<file path="config.mk">
export PLATFORM = sky130hd
export DESIGN_NAME = bomb_game_ctrl_flat
export DESIGN_NICKNAME = d
export VERILOG_FILES = /design/src/rtl/bomb_game_ctrl_if.sv /design/src/rtl/bomb_game_ctrl.sv /design/src/flat_wrapper.sv
export SDC_FILE = /design/constraint.sdc
export NUM_CORES = 1
export LEC_CHECK = 0
export CAP_MARGIN = 20
export CELL_PAD_IN_SITES_DETAIL_PLACEMENT = 0
export CELL_PAD_IN_SITES_GLOBAL_PLACEMENT = 2
export CORE_ASPECT_RATIO = 1.1
export CORE_UTILIZATION = 32
export CTS_CLUSTER_SIZE = 28
export DETAILED_ROUTE_END_ITERATION = 7
export PLACE_DENSITY = 0.79
export RECOVER_POWER = 25
export SYNTH_ARGS = -nofsm -noshare
export SYNTH_HDL_FRONTEND = slang
export SYNTH_SLANG_ARGS = --single-unit
</file>
<file path="constraint.sdc">
create_clock -name i_Clk -period 1.8 [get_ports i_Clk]
set_input_delay 0.27 -clock i_Clk [delete_from_list [all_inputs] [get_ports i_Clk]]
set_output_delay 0.27 -clock i_Clk [all_outputs]
set_load 0.005 [all_outputs]
</file>
<file path="src/rtl/bomb_game_ctrl_if.sv">
// bomb_game_ctrl_if: player/score-counter side signals of the bomb game sequencer.
// master drives the player inputs and score; slave is the sequencer itself.
interface bomb_game_ctrl_if #(
    parameter int PAT_W = 4
);
    logic             i_Start;
    logic [PAT_W-1:0] i_Switch;
    logic [4:0]       i_Score;
    logic [2:0]       o_State;
    logic             o_Sec1Tick;
    logic             o_Comparison;
    logic [PAT_W-1:0] o_Target;
    logic [5:0]       o_TimeLeft;

    modport master (
        output i_Start,
        output i_Switch,
        output i_Score,
        input  o_State,
        input  o_Sec1Tick,
        input  o_Comparison,
        input  o_Target,
        input  o_TimeLeft
    );

    modport slave (
        input  i_Start,
        input  i_Switch,
        input  i_Score,
        output o_State,
        output o_Sec1Tick,
        output o_Comparison,
        output o_Target,
        output o_TimeLeft
    );
endinterface

</file>
<file path="src/rtl/bomb_game_ctrl.sv">
// bomb_game_ctrl: game FSM, 1 s tick, fuse timer and LFSR target generator.
// Define BOMB_START_SYNC_EN to synchronise and edge-detect an async i_Start.
module bomb_game_ctrl #(
    parameter int CLK_HZ     = 50000000,
    parameter int TIME_LIMIT = 30,
    parameter int WIN_SCORE  = 20,
    parameter int PAT_W      = 4
) (
    input logic             i_Clk,
    input logic             i_Rst,
    bomb_game_ctrl_if.slave bus
);

    localparam int CNT_W = (CLK_HZ > 1) ? $clog2(CLK_HZ) : 1;
    localparam logic [CNT_W-1:0] CNT_MAX  = CNT_W'(CLK_HZ - 1);
    localparam logic [5:0]       TL       = 6'(TIME_LIMIT);
    localparam logic [4:0]       WIN      = 5'(WIN_SCORE);
    localparam logic [7:0]       LFSR_SEED = 8'hA5;

    typedef enum logic [2:0] {
        S_IDLE  = 3'b000,
        S_START = 3'b001,
        S_CLEAR = 3'b010,
        S_FAIL  = 3'b011
    } state_e;

    state_e           state_q, state_d;
    logic [CNT_W-1:0] cnt_q, cnt_d;
    logic             tick_q, tick_d;
    logic [5:0]       time_q, time_d;
    logic [PAT_W-1:0] target_q, target_d;
    logic             cmp_q, cmp_d;
    logic [7:0]       lfsr_q, lfsr_d;
    logic             st;
    logic             enter;
    logic             run;

`ifdef BOMB_START_SYNC_EN
    logic sync1_q, sync2_q, prev_q;

    always_ff @(posedge i_Clk or posedge i_Rst) begin
        if (i_Rst) begin
            sync1_q <= 1'b0;
            sync2_q <= 1'b0;
            prev_q  <= 1'b0;
        end else begin
            sync1_q <= bus.i_Start;
            sync2_q <= sync1_q;
            prev_q  <= sync2_q;
        end
    end

    assign st = sync2_q & ~prev_q;
`else
    assign st = bus.i_Start;
`endif

    always_ff @(posedge i_Clk or posedge i_Rst) begin
        if (i_Rst) begin
            state_q <= S_IDLE;
        end else begin
            state_q <= state_d;
        end
    end

    // Clear is tested first so a last-moment score beats the fuse.
    always_comb begin
        state_d = state_q;
        unique case (state_q)
            S_IDLE: begin
                if (st) state_d = S_START;
            end
            S_START: begin
                if (bus.i_Score >= WIN) state_d = S_CLEAR;
                else if (time_q == 6'd0) state_d = S_FAIL;
            end
            S_CLEAR, S_FAIL: begin
                if (st) state_d = S_IDLE;
            end
            default: state_d = S_IDLE;
        endcase
    end

    always_comb begin
        bus.o_State      = state_q;
        bus.o_Sec1Tick   = tick_q;
        bus.o_Comparison = cmp_q;
        bus.o_Target     = target_q;
        bus.o_TimeLeft   = time_q;
    end

    always_comb begin
        lfsr_d = {lfsr_q[6:0],
                  lfsr_q[7] ^ lfsr_q[5] ^ lfsr_q[4] ^ lfsr_q[3]};
        enter  = (state_q == S_IDLE) && st;
        run    = (state_q == S_START) && (state_d == S_START);

        cnt_d = '0;
        if (run) begin
            cnt_d = (cnt_q == CNT_MAX) ? '0 : cnt_q + CNT_W'(1);
        end
        tick_d = run && (cnt_q == CNT_MAX);

        cmp_d = (bus.i_Switch == target_q);

        time_d   = time_q;
        target_d = target_q;
        if (enter) begin
            time_d   = TL;
            target_d = lfsr_q[PAT_W-1:0];
        end else if (tick_q) begin
            if (time_q != 6'd0) time_d = time_q - 6'd1;
            if (cmp_q) target_d = lfsr_q[PAT_W-1:0];
        end
    end

    always_ff @(posedge i_Clk or posedge i_Rst) begin
        if (i_Rst) begin
            cnt_q    <= '0;
            tick_q   <= 1'b0;
            time_q   <= TL;
            target_q <= '0;
            cmp_q    <= 1'b0;
            lfsr_q   <= LFSR_SEED;
        end else begin
            cnt_q    <= cnt_d;
            tick_q   <= tick_d;
            time_q   <= time_d;
            target_q <= target_d;
            cmp_q    <= cmp_d;
            lfsr_q   <= lfsr_d;
        end
    end

endmodule
</file>
<file path="src/flat_wrapper.sv">
// flat-port wrapper written by rule: the top's interface ports become plain ports
module bomb_game_ctrl_flat 
#(
    parameter int CLK_HZ     = 50000000,
    parameter int TIME_LIMIT = 30,
    parameter int WIN_SCORE  = 20,
    parameter int PAT_W      = 4
)
  (i_Clk, i_Rst, bus_i_Start, bus_i_Switch, bus_i_Score, bus_o_State, bus_o_Sec1Tick, bus_o_Comparison, bus_o_Target, bus_o_TimeLeft);
  bomb_game_ctrl_if #(.PAT_W(PAT_W)) bus_i ();
  input logic i_Clk;
  input logic i_Rst;
  input wire logic [$bits(bus_i.i_Start)-1:0] bus_i_Start;
  input wire logic [$bits(bus_i.i_Switch)-1:0] bus_i_Switch;
  input wire logic [$bits(bus_i.i_Score)-1:0] bus_i_Score;
  output wire logic [$bits(bus_i.o_State)-1:0] bus_o_State;
  output wire logic [$bits(bus_i.o_Sec1Tick)-1:0] bus_o_Sec1Tick;
  output wire logic [$bits(bus_i.o_Comparison)-1:0] bus_o_Comparison;
  output wire logic [$bits(bus_i.o_Target)-1:0] bus_o_Target;
  output wire logic [$bits(bus_i.o_TimeLeft)-1:0] bus_o_TimeLeft;
  assign bus_i.i_Start = bus_i_Start;
  assign bus_i.i_Switch = bus_i_Switch;
  assign bus_i.i_Score = bus_i_Score;
  assign bus_o_State = bus_i.o_State;
  assign bus_o_Sec1Tick = bus_i.o_Sec1Tick;
  assign bus_o_Comparison = bus_i.o_Comparison;
  assign bus_o_Target = bus_i.o_Target;
  assign bus_o_TimeLeft = bus_i.o_TimeLeft;
  bomb_game_ctrl #(.CLK_HZ(CLK_HZ), .TIME_LIMIT(TIME_LIMIT), .WIN_SCORE(WIN_SCORE), .PAT_W(PAT_W)) u_core (.i_Clk(i_Clk), .i_Rst(i_Rst), .bus(bus_i));
endmodule
</file>
==> results of run 1 <==
-- sequential cells by signal, indices dropped and copies added, names as in the netlist --
| signal | cells |
|---|---|
| u_core.cnt_q | 26 |
| u_core.lfsr_q | 8 |
| u_core.bus.o_TimeLeft | 6 |
| u_core.bus.o_Target | 4 |
| u_core.bus.o_State | 3 |
| u_core.bus.o_Comparison | 1 |
| u_core.bus.o_Sec1Tick | 1 |
-- how the worst max path moves through the flow --
stage,start,to,slack [ps],depth (start not counted)
after floorplan,u_core.cnt_q[5],u_core.cnt_q[15],9,5
final,u_core.cnt_q[7],u_core.cnt_q[17],-6,5
after detailed placement,bus_i_Start,u_core.bus.o_Target[0],-310,4
after global routing,u_core.cnt_q[8],u_core.cnt_q[25],-70,5
after CTS,u_core.cnt_q[0],u_core.cnt_q[24],-30,5
after global placement,bus_i_Start,u_core.bus.o_Target[2],-280,4
-- worst max-delay path, cell delays in order (launching register included) --
cell	delay [ps]
dfrtp_1	360
nand4_1	200
or4_4	590
buf_6	150
or3_4	320
a21oi_2	130
-- synth_stat cells (2+ instances only) --
| library cell | n | share of area [%] |
|---|---|---|
| a21oi_1 | 12 | 2.6 |
| and3_1 | 2 | 0.54 |
| and4_1 | 5 | 1.9 |
| clkbuf_1 | 4 | 0.65 |
| dfrtp_1 | 41 | 44 |
| dfstp_2 | 8 | 9.0 |
| ha_1 | 2 | 1.1 |
| inv_1 | 7 | 1.1 |
| mux2_2 | 4 | 1.9 |
| nand2_1 | 15 | 2.4 |
| nand2b_1 | 2 | 0.54 |
| nand3_1 | 9 | 1.9 |
| nand3b_1 | 2 | 0.65 |
| nand4_1 | 7 | 1.9 |
| nor2_1 | 25 | 4.0 |
| nor3_1 | 6 | 1.3 |
| nor3b_1 | 2 | 0.65 |
| nor4_1 | 4 | 1.1 |
| nor4b_1 | 2 | 0.75 |
| o211ai_1 | 4 | 1.3 |
| o21ai_0 | 10 | 2.2 |
| o31ai_1 | 4 | 1.3 |
| or3_1 | 7 | 1.9 |
| or4_1 | 5 | 1.6 |
| xnor2_1 | 13 | 4.9 |
| xor2_1 | 12 | 4.5 |
-- layer usage --
layer	vias up	global-route usage, %	routed length, microns
met5	-	0	0
met1	916	20.8	2550
met3	7	2.82	83
li1	940	-	-
met4	0	5.17	82
met2	13	24.5	2570
-- cell families (layout without fill, tap and decap cells) --
| logic type | count (synthesis) | after routing | synth area share, % |
|---|---|---|---|
| compound gates | 33 | 33 | 8.45 |
| other cells | 1 | 1 | 0.161 |
| flops | 49 | 49 | 53.2 |
| fa+ha+maj | 2 | 2 | 1.08 |
| buf+inv | 13 | 82 | 2.48 |
| simple gates | 97 | 98 | 23.3 |
| mux | 4 | 4 | 1.94 |
| xor+xnor | 25 | 25 | 9.42 |
-- stage by stage --
stage | TNS, ps | setup WS, ps
2_1_floorplan | 0 | 8.64
3_3_place_gp | -1160 | -284
3_5_place_dp | -1390 | -309
4_1_cts | -87.0 | -32.0
5_1_grt | -413 | -70.8
6_report | -5.60 | -5.60
-- final cells by class --
| class | instances | area share [%] |
|---|---|---|
| Clock buffer | 5 | 2.15 |
| Clock inverter | 3 | 0.781 |
| Inverter | 7 | 0.820 |
| Multi-Input combinational cell | 163 | 35.7 |
| Sequential cell | 49 | 38.7 |
| Tap cell | 85 | 3.32 |
| Timing Repair Buffer | 67 | 18.6 |
-- repair_timing --
item                                    4_1_cts  5_1_grt
endpoints found under the setup margin        7       14
buffers inserted                              1        2
pin swaps                                     9        4
gates cloned                                  1        0
resized for setup                             3       21
hold buffers                                  0        0
endpoints found under the hold margin         0        0
-- report_power, final --
part	internal (W)	switching, W	total (W)
Clock	0.000284	0.000410	0.000694
Sequential	0.00111	0.00000432	0.00111
Combinational	0.0000608	0.0000579	0.000119
Total	0.00145	0.000472	0.00192
==> metrics.csv, run 1 <==
stage;metric;value;unit
run_status;status;finished, violations left;
run_status;failed_checks;negative setup slack;
finish;stdcell_area;3200;sq um
critical_path;path_class;flop to flop;
timing;post-route-period-util;100;%
min_path;hold_start;u_core.lfsr_q[6];
critical_path;r2r-start;u_core.cnt_q[7];
timing;drv_slew;0;
synthesis;synth_fp_nets;238;
cts;cts_sinks;49;
pwr;power_density;600;nW/um^2
min_path;hold_path_depth;0;
critical_path;worst-r2r-setup-slack;-6;ps
synthesis;ys_ff_latch;49;
finish;nets;307;
drt;drc;0;
cts;cts.htree.levels;2;
drt;vias;1876;
drt;ant_nets;0;
die;pin_count;27;
critical_path;required;2050;ps
drt;wl_per_cell;13.9;microns
drt;drt_iter0_drc;47;
synthesis;syn_area_per_cell;10.4;sq um
job;maxCapViolCount;0;
critical_path;rr_worst_depth;5;
finish;drive_above_1_share;29.6;%
drt;finalWirelength;5.29;mm
place;place_area;2980;sq um
cts;clk_latency;310;ps
synthesis;yosys_warnings;0;
synthesis;synth_cells;224;
global_route;grt_use_total;15.3;%
critical_path;arrival;2060;ps
global_route;grt-ovfl-total;0;
timing;final.min_clock_period;1810;ps
min_path;min_path_type;flop to flop;
finish;syn_to_final_growth;37.8;%
timing;finalSetupViolCount;1;
pwr;p_leak;1.28;nW
synthesis;synthArstFlopShare;100;%
critical_path;worst_setup_path_end_kind;flop;
cts;tritoncts;done;
die;initial_core_util;33.2;%
cts;clockBufferDepth;2;
finish;multi_input_area;1140;sq um
finish;fillers;661;
die;dieArea;7610;sq um
global_route;first_global_vias;1895;
cts;path_clk_slew;100;ps
finish;regArea;1240;sq um
die;design.core.area;7010;sq um
finish;stdcell_count;379;
global_route;grt_pass1_wl;9.32;mm
critical_path;startpoint_type;flop;
drt;vias_per_cell;4.95;
global_route;grt_max_degree;23;
finish;final_cell_mix;39 x buf_4, 39 x dfrtp_1, 25 x nor2_1, 23 x clkdlybuf4s50_1, 13 x nand2_1;
cts;cts_inserted_buffers;5;
place;dp_hpwl;3.62;mm
die;rows;32;
cts;cts_root_buffer;clkbuf_8;
synthesis;ys_seq_area_share;53.2;%
timing;slew_headroom;51.3;%
pwr;peakVddDrop;0.382;mV
place;gp_congestion;0.714;
timing;rsz0062_at_grt;true;
min_path;whs_endpoint;u_core.lfsr_q[7];
finish;n_antenna_cell;0;
finish;final_util;45.7;%
critical_path;reg2reg_to;u_core.cnt_q[17];
synthesis;yosysUniqueCellTypes;36;
synthesis;ys.flop_type;dfrtp_1;
timing;worstMarginPinSlew;730;ps
place;placed_cells;367;
timing;holdWs;361;ps
die;die_y;91.4;microns
synthesis;syn_area;2320;sq um
timing;hold_viol;0;
critical_path;critPathMaxFanout;7;
synthesis;synth_edf_count;0;
timing;finClkSkew;5.71;ps
drt;first_pass_iters;4;
pwr;power;0.00192;W
timing;fmax;554;MHz
timing;setup_ws;-5.60;ps
global_route;antenna_found_initial;0;
die;die_w;83.3;microns
place;port_buffers;24;
Power figures use the tool's default switching activity.
==> run 2, diff against run 1 <==
--- a/config.mk
+++ b/config.mk
@@ -12,6 +12,7 @@
 export CORE_UTILIZATION = 32
 export CTS_CLUSTER_SIZE = 28
 export DETAILED_ROUTE_END_ITERATION = 7
+export HOLD_SLACK_MARGIN = 0.15
 export PLACE_DENSITY = 0.79
 export RECOVER_POWER = 25
 export SYNTH_ARGS = -nofsm -noshare
==> results of run 2 <==
Same layout as run 1: the final DEF is identical, and so are final timing and power.
